$ cat src/rtl/sdhci_irq_pkg.sv
// Purpose: shared types and default source layout for the SDHCI interrupt engine.
// Latency: n/a (declarations only).
// Backpressure: n/a.
package sdhci_irq_pkg;

  // Coalescing state: IDLE waits for the first signalled event, PEND accumulates.
  typedef enum logic {
    IDLE = 1'b0,
    PEND = 1'b1
  } coal_state_e;

  // Normal interrupt status layout (16 sources).
  localparam logic [15:0] NORM_CMD_CMPL    = 16'h0001;
  localparam logic [15:0] NORM_XFER_CMPL   = 16'h0002;
  localparam logic [15:0] NORM_BUF_WR_RDY  = 16'h0010;
  localparam logic [15:0] NORM_BUF_RD_RDY  = 16'h0020;
  localparam logic [15:0] NORM_CARD_INS    = 16'h0040;
  localparam logic [15:0] NORM_CARD_REM    = 16'h0080;
  localparam logic [15:0] NORM_DEF_MASK    = NORM_CMD_CMPL | NORM_XFER_CMPL | NORM_BUF_WR_RDY |
                                             NORM_BUF_RD_RDY | NORM_CARD_INS | NORM_CARD_REM;

  // Error interrupt status layout: command and data error bits.
  localparam logic [15:0] ERR_CMD_TMO      = 16'h0001;
  localparam logic [15:0] ERR_CMD_CRC      = 16'h0002;
  localparam logic [15:0] ERR_CMD_END      = 16'h0004;
  localparam logic [15:0] ERR_CMD_IDX      = 16'h0008;
  localparam logic [15:0] ERR_DAT_TMO      = 16'h0010;
  localparam logic [15:0] ERR_DAT_CRC      = 16'h0020;
  localparam logic [15:0] ERR_DAT_END      = 16'h0040;
  localparam logic [15:0] ERR_DEF_MASK     = 16'h007F;

endpackage

$ cat src/rtl/sdhci_irq_coalesce.sv
// Purpose: interrupt coalescing FSM (IDLE/PEND) with saturating event count and timeout timer.
// Latency: irq_pulse_o is registered, one cycle after the triggering new_evt_i / timeout compare.
// Backpressure: none; one event is counted per cycle, extra simultaneous sources collapse into it.
// Ports:
//   clk_i, rst_i      clock, synchronous active-high reset
//   new_evt_i         at least one signal-enabled status bit is being set this cycle
//   irq_level_i       aggregated level IRQ (registered status & signal enable)
//   coal_thresh_i     events per pulse (0/1 = pulse per event)
//   coal_tmo_i        cycles in PEND before a forced pulse (0 = disabled)
//   irq_pulse_o       one-cycle coalesced pulse
//   pend_cnt_o        current pending event count
module sdhci_irq_coalesce
  import sdhci_irq_pkg::*;
#(
  parameter int CntWidth = 8,
  parameter int TmoWidth = 16
) (
  input  logic                clk_i,
  input  logic                rst_i,
  input  logic                new_evt_i,
  input  logic                irq_level_i,
  input  logic [CntWidth-1:0] coal_thresh_i,
  input  logic [TmoWidth-1:0] coal_tmo_i,
  output logic                irq_pulse_o,
  output logic [CntWidth-1:0] pend_cnt_o
);

  coal_state_e         state_q, state_d;
  logic [CntWidth-1:0] cnt_q, cnt_d;
  logic [TmoWidth-1:0] tmr_q, tmr_d;
  logic                pulse_q, pulse_d;

  // One extra bit so the compares never wrap at the top of the range.
  logic [CntWidth:0]   cnt_sum;
  logic [TmoWidth:0]   tmr_inc;
  logic                thr_hit;
  logic                tmo_hit;

  always_comb begin
    cnt_sum = {1'b0, cnt_q} + {{CntWidth{1'b0}}, new_evt_i};
    tmr_inc = {1'b0, tmr_q} + {{TmoWidth{1'b0}}, 1'b1};
    thr_hit = (cnt_sum >= {1'b0, coal_thresh_i});
    tmo_hit = (coal_tmo_i != '0) && (tmr_inc >= {1'b0, coal_tmo_i});

    state_d = state_q;
    cnt_d   = cnt_q;
    tmr_d   = tmr_q;
    pulse_d = 1'b0;

    unique case (state_q)
      IDLE: begin
        if (new_evt_i) begin
          if (coal_thresh_i <= CntWidth'(1)) begin
            pulse_d = 1'b1;
          end else begin
            cnt_d   = CntWidth'(1);
            tmr_d   = '0;
            state_d = PEND;
          end
        end
      end
      PEND: begin
        // Count and timer both saturate rather than wrap.
        cnt_d = cnt_sum[CntWidth] ? cnt_q : cnt_sum[CntWidth-1:0];
        tmr_d = tmr_inc[TmoWidth] ? tmr_q : tmr_inc[TmoWidth-1:0];
        if (thr_hit || tmo_hit) begin
          // Threshold and timeout in the same cycle still yield one pulse.
          pulse_d = 1'b1;
          cnt_d   = '0;
          tmr_d   = '0;
          state_d = IDLE;
        end else if (!irq_level_i && !new_evt_i) begin
          // Software cleared everything: drop the batch silently. A fresh event in
          // the same cycle keeps the batch alive since its status lands next cycle.
          cnt_d   = '0;
          tmr_d   = '0;
          state_d = IDLE;
        end
      end
      default: state_d = IDLE;
    endcase
  end

  always_ff @(posedge clk_i) begin
    if (rst_i) begin
      state_q <= IDLE;
      cnt_q   <= '0;
      tmr_q   <= '0;
      pulse_q <= 1'b0;
    end else begin
      state_q <= state_d;
      cnt_q   <= cnt_d;
      tmr_q   <= tmr_d;
      pulse_q <= pulse_d;
    end
  end

  assign irq_pulse_o = pulse_q;
  assign pend_cnt_o  = cnt_q;

endmodule

$ cat src/rtl/sdhci_irq_ctrl.sv
// Purpose: SDHCI interrupt status engine: per-source edge detect, sticky W1C status, gating,
//          summary bit, level IRQ and coalesced IRQ pulse.
// Latency: status 1 cycle after the source edge; level/summary combinational from status;
//          pulse 1 cycle after the coalescing decision.
// Backpressure: none; W1C clears apply unconditionally, a simultaneous set wins.
// Ports:
//   clk_i, rst_i    clock, synchronous active-high reset
//   src_i           raw hardware level per source
//   src_gate_i      per-source domain reset (forces status low, masks edges)
//   status_en_i     per-source latch enable
//   signal_en_i     per-source IRQ enable
//   clr_valid_i     W1C strobe, clr_i the W1C data
//   coal_thresh_i   coalescing threshold, coal_tmo_i coalescing timeout
//   status_o        sticky status, summary_o masked error summary
//   irq_level_o     level IRQ, irq_pulse_o coalesced pulse, pend_cnt_o pending count
module sdhci_irq_ctrl
  import sdhci_irq_pkg::*;
#(
  parameter int                NumSrc      = 16,
  parameter logic [NumSrc-1:0] EdgeRise    = '1,
  parameter logic [NumSrc-1:0] EdgeFall    = '0,
  parameter logic [NumSrc-1:0] SummaryMask = '0,
  parameter int                CntWidth    = 8,
  parameter int                TmoWidth    = 16
) (
  input  logic                clk_i,
  input  logic                rst_i,
  input  logic [NumSrc-1:0]   src_i,
  input  logic [NumSrc-1:0]   src_gate_i,
  input  logic [NumSrc-1:0]   status_en_i,
  input  logic [NumSrc-1:0]   signal_en_i,
  input  logic                clr_valid_i,
  input  logic [NumSrc-1:0]   clr_i,
  input  logic [CntWidth-1:0] coal_thresh_i,
  input  logic [TmoWidth-1:0] coal_tmo_i,
  output logic [NumSrc-1:0]   status_o,
  output logic                summary_o,
  output logic                irq_level_o,
  output logic                irq_pulse_o,
  output logic [CntWidth-1:0] pend_cnt_o
);

  logic [NumSrc-1:0] prev_q;
  logic [NumSrc-1:0] status_q;
  logic [NumSrc-1:0] edge_det;
  logic [NumSrc-1:0] set_vec;
  logic              new_evt;

  // prev tracks the source even while gated, so releasing a gate with the
  // source already high produces no edge.
  always_ff @(posedge clk_i) begin
    if (rst_i) prev_q <= '0;
    else       prev_q <= src_i;
  end

  for (genvar i = 0; i < NumSrc; i++) begin : g_src
    assign edge_det[i] = (EdgeRise[i] &  src_i[i] & ~prev_q[i]) |
                         (EdgeFall[i] & ~src_i[i] &  prev_q[i]);
    assign set_vec[i]  = edge_det[i] & status_en_i[i] & ~src_gate_i[i];

    // Priority: gate, then set, then W1C clear.
    always_ff @(posedge clk_i) begin
      if (rst_i)                         status_q[i] <= 1'b0;
      else if (src_gate_i[i])            status_q[i] <= 1'b0;
      else if (set_vec[i])               status_q[i] <= 1'b1;
      else if (clr_valid_i && clr_i[i])  status_q[i] <= 1'b0;
    end
  end

  assign status_o    = status_q;
  assign summary_o   = |(status_q & SummaryMask);
  assign irq_level_o = |(status_q & signal_en_i);
  assign new_evt     = |(set_vec & signal_en_i);

  sdhci_irq_coalesce #(
    .CntWidth (CntWidth),
    .TmoWidth (TmoWidth)
  ) u_coalesce (
    .clk_i         (clk_i),
    .rst_i         (rst_i),
    .new_evt_i     (new_evt),
    .irq_level_i   (irq_level_o),
    .coal_thresh_i (coal_thresh_i),
    .coal_tmo_i    (coal_tmo_i),
    .irq_pulse_o   (irq_pulse_o),
    .pend_cnt_o    (pend_cnt_o)
  );

endmodule

$ cat config.mk
export PLATFORM = sky130hd
export DESIGN_NAME = sdhci_irq_ctrl
export DESIGN_NICKNAME = d
export VERILOG_FILES = /design/src/rtl/sdhci_irq_pkg.sv /design/src/rtl/sdhci_irq_coalesce.sv /design/src/rtl/sdhci_irq_ctrl.sv
export SDC_FILE = /design/constraint.sdc
export NUM_CORES = 1
export LEC_CHECK = 0
export CORE_MARGIN = 1.5
export CORE_UTILIZATION = 40
export CTS_CLUSTER_SIZE = 25
export DETAILED_ROUTE_END_ITERATION = 7
export PLACE_DENSITY = 0.74
export SYNTH_ARGS = -nofsm -noshare
export SYNTH_HDL_FRONTEND = slang
export SYNTH_SLANG_ARGS = --single-unit
$ cat constraint.sdc
create_clock -name clk_i -period 5 [get_ports clk_i]
set_input_delay 1.5 -clock clk_i [delete_from_list [all_inputs] [get_ports clk_i]]
set_output_delay 1.5 -clock clk_i [all_outputs]
set_load 0.1 [all_outputs]
==> PnR_summary.wiki <==
{| class="wikitable"
! Metric !! Value
|-
| Count of clock tree sinks || 58
|-
| Clock period minus worst slack || ~5000 ps
|-
| Number of detailed-route iterations in the first pass || 4
|-
| Via count of the first global-routing pass || approximately 3,800
|-
| Die Span Y || roughly 97 µm
|-
| Core ar. || roughly 8700 µm²
|-
| Clock root buffer || sky130_fd_sc_hd__clkbuf_8
|-
| Sw Ratio || 0.309
|-
| Largest voltage drop on the vdd net || about 0.14 mV
|-
| # port buffers || around 130
|-
| Warning count from the yosys run || 0
|-
| Last weighted congestion value of the routability-driven placer || roughly 0.86
|-
| Most frequent cell on the critical path || sky130_fd_sc_hd__ha_4
|-
| Peak per-stage delay on the critical path || roughly 560 ps
|-
| Maximum fanout count along the critical path || 6
|-
| Initial detailed-routing violation count || between 100 and 150
|-
| Layout Skew || between 8 and 9 ps
|-
| Overall via count from detail_route || between 3,000 and 4,000
|-
| Total nets after synthesis || 576
|-
| Post-route antenna net violation count || 0
|-
| Crit-path cells || buf_6, and3b_2, a32oi_2, nand2_1, or4_4, ha_4, ha_4, nand3_4, or2_4, nor2_4, or2_4, ha_4, a21oi_4, o31ai_2, a221oi_2, o41a_1, o2111a_2, buf_6, buf_12, a21oi_1, a311oi_1
|-
| Commonest register cell after synthesis || sky130_fd_sc_hd__dfxtp_1
|-
| Critical path endpoint category || flop
|-
| Area share of the largest cell type after synthesis || 0.327
|-
| Part of the cycle the worst path needs || 1.00
|-
| Cell Int Power || approximately 0.00090 W
|-
| Unique cell type count in the Yosys netlist || 50
|-
| Pwr per Cell Area || approximately 230 nW/µm²
|-
| Cell count after placement || a little under 700
|-
| Insertion delay to the later sink of the worst-skew pair || 340 ps
|-
| Critical Path Slowest Stage Cell || sky130_fd_sc_hd__or4_4
|-
| Sw power || approximately 0.0004 W
|-
| Total negative slack || -36.9 ps
|-
| Violated checks || negative setup slack
|-
| Synthesized cell area || approximately 3500 µm²
|-
| Sequential power share || 0.378
|-
| Number of max-cap violations || 0
|-
| Post-CTS clock slew at the launch and capture registers of the worst setup and hold paths || around 60 ps
|-
| Row Count || 34
|-
| Area enclosed by the die boundary || 9450 µm²
|-
| Element type at the critical path start || input pin
|-
| Number of top-level pins || around 130
|-
| Routed wirelength normalized by instance count || roughly 16 µm
|-
| Transition time of the tightest slew-check pin || ~1100 ps
|-
| Die extent in x || approximately 97 µm
|-
| Final worst setup slack || -18.0 ps
|-
| Sequential element share of the synthesized area || 0.327
|-
| Kind of critical path || in -> reg
|-
| Vias per cell || around 5.5
|-
| Aggregate routed wire length || between 10,000 and 15,000 µm
|-
| Total congestion overflow after global routing || 0
|-
| Setup repair after global routing missed its margin || yes
|-
| Clock tree from TritonCTS || built
|-
| Final hold violation count || 0
|-
| Cell type with the highest aggregate area in the netlist || sky130_fd_sc_hd__dfxtp_1
|-
| Count of final max-slew check failures || 0
|-
| Number of buffers added to fix hold violations after cts || 0
|-
| Global router's overall resource usage || 0.229
|-
| Cell with the most instances after synthesis || sky130_fd_sc_hd__dfxtp_1
|-
| Share of final-layout standard cells stronger than drive strength 1 || 0.167
|-
| Most area-consuming cells after synthesis || sky130_fd_sc_hd__dfxtp_1, sky130_fd_sc_hd__ha_1, sky130_fd_sc_hd__a21oi_1
|-
| Data arrival, critical path || roughly 5300 ps
|-
| Initial cell density of the core || 0.409
|-
| Mean instance size in the synthesized netlist || ~8.0 µm²
|-
| Register bit total from synthesis || between 50 and 60
|-
| Required @ worst endpoint || ~5200 ps
|-
| Post-layout util || 0.648
|-
| Antenna violations before repair || 0
|-
| Finished Layout Cells || just over 700
|-
| H-tree levels || 3
|-
| Post-synth EDFFs || 0
|-
| Remaining DRCs || 0
|-
| Worst slew margin relative to its limit || 0.244
|-
| Post-synthesis to final-layout area growth || 58.5%
|-
| Async SR Flop Fraction || 0
|-
| Longest Clk Path Bufs || 2
|-
| Highest achievable clock rate || 199 MHz
|-
| Result of the run || finished, violations left
|-
| Leakage power total || between 2 and 2.5 nW
|-
| Fraction of power consumed by the clock network || 0.333
|-
| Setup Viol. Count Final || 4
|-
| NumNets Final || 728
|-
| Most frequent cells after synthesis || sky130_fd_sc_hd__dfxtp_1, sky130_fd_sc_hd__nand2_1, sky130_fd_sc_hd__a21oi_1, sky130_fd_sc_hd__inv_1, sky130_fd_sc_hd__ha_1
|-
| Number of buffers created by CTS || 9
|-
| Combinational fraction of design power || 0.288
|-
| Maximum number of pins on one net before global-route repair || 59
|-
| First-pass GRT wire length || around 18,000 µm
|-
| Ant. Diodes || 0
|-
| Worst hold path type || reg -> reg
|-
| Placed wire-length estimate || ~8100 µm
|-
| Cells after synthesis || approximately 440
|}
[worst paths after layout]
path	start	endpoint	slack (ps)	depth (start not counted)
setup reg to reg	u_coalesce.tmr_q[0]$_SDFFE_PP0P_	u_coalesce.tmr_q[8]$_SDFFE_PP0P_	840	16
setup / recovery	src_i[14]	u_coalesce.tmr_q[13]$_SDFFE_PP0P_	-20	21
hold / removal	u_coalesce.tmr_q[6]$_SDFFE_PP0P_	u_coalesce.tmr_q[6]$_SDFFE_PP0P_	490	2
hold reg to reg	u_coalesce.tmr_q[6]$_SDFFE_PP0P_	u_coalesce.tmr_q[6]$_SDFFE_PP0P_	490	2
[power groups by stage]
stage          Combinational (W)  Clock, W  Sequential, W
6_report                0.000375  0.000433       0.000492
5_1_grt                 0.000398  0.000462       0.000493
4_1_cts                 0.000362  0.000443       0.000491
3_5_place_dp            0.000328         0       0.000500
3_3_place_gp            0.000323         0       0.000499
2_1_floorplan           0.000140         0       0.000538
[timing repair]
item                                    4_1_cts  5_1_grt
setup buffers                                 4        3
resized for setup                            74       60
gates cloned                                  3        0
endpoints found under the setup margin       26       23
pin swaps                                    39       36
[flip-flops by register name (all words and copies together) (netlist names)]
signal                  flops
u_coalesce.state_q          1
u_coalesce.pend_cnt_o       8
status_o                   16
u_coalesce.tmr_q           16
u_coalesce.irq_pulse_o      1
prev_q                     16
[area by class of cell]
| cell class | count | area, µm² |
|---|---|---|
| multi-input combinational | 333 | 2430 |
| sequential | 58 | 1160 |
| inverter | 31 | 116 |
| fill | 731 | 3050 |
| clock buffer | 10 | 138 |
| clock inverter | 5 | 55.1 |
| timing repair buffer | 161 | 1590 |
| tap | 108 | 135 |
[critical path: cells and delay by family]
family | cells | cell delay, ps
AO/OA/AOI/OAI | 8 | 1450
adder cells (fa/ha/maj) | 3 | 580
buffers and inverters | 3 | 330
AND/OR/NAND/NOR | 7 | 1360
[per-layer routing]
metal / track usage / vias to the layer above / routed length [µm]
met2: 0.404 / 178 / 5650
met1: 0.259 / 1789 / 4310
met5: 0 / - / 0
met4: 0.0936 / 0 / 303
met3: 0.0633 / 25 / 950
li1: - / 1899 / -
[cell usage in the layout, fill, tap and decap left out, types with 5 or more instances in the layout]
master                            instances
sky130_fd_sc_hd__inv_1                   31
sky130_fd_sc_hd__nor2_1                  13
sky130_fd_sc_hd__dfxtp_1                 58
sky130_fd_sc_hd__ha_1                    23
sky130_fd_sc_hd__clkdlybuf4s15_1          6
sky130_fd_sc_hd__nand3b_1                10
sky130_fd_sc_hd__o21ai_2                  6
sky130_fd_sc_hd__clkbuf_2                 5
sky130_fd_sc_hd__a21oi_1                 39
sky130_fd_sc_hd__nor3_1                  25
sky130_fd_sc_hd__nand4_1                 12
sky130_fd_sc_hd__clkdlybuf4s50_1         72
sky130_fd_sc_hd__xnor2_1                 11
sky130_fd_sc_hd__a21oi_2                  7
sky130_fd_sc_hd__and3b_1                 11
sky130_fd_sc_hd__nor4_1                   6
sky130_fd_sc_hd__buf_6                    5
sky130_fd_sc_hd__buf_4                   21
sky130_fd_sc_hd__nand3_1                 15
sky130_fd_sc_hd__nor2b_1                 20
sky130_fd_sc_hd__dlymetal6s2s_1          14
sky130_fd_sc_hd__nand2_1                 50
sky130_fd_sc_hd__dlygate4sd2_1           31
sky130_fd_sc_hd__clkbuf_8                10
[through the flow]
stage / worst slack (ps) / total power, W / hold WS [ps] / area [µm²]
floorplan: 13.7 / 0.000678 / 458 / 3610
global placement: -636 / 0.000822 / 466 / 5120
detailed placement: -736 / 0.000829 / 477 / 5120
CTS: 0.531 / 0.00129 / 486 / 5500
global route: -167 / 0.00135 / 517 / 5630
finish: -18.0 / 0.00130 / 490 / 5630
[cells by family after synthesis]
group | share of synthesized area
compound gates | 0.174
xor+xnor | 0.0370
fa+ha+maj | 0.0952
buf+inv | 0.0613
flops | 0.327
other cells | 0.00106
simple gates | 0.304
No activity file was read; power rests on OpenSTA's default activity.
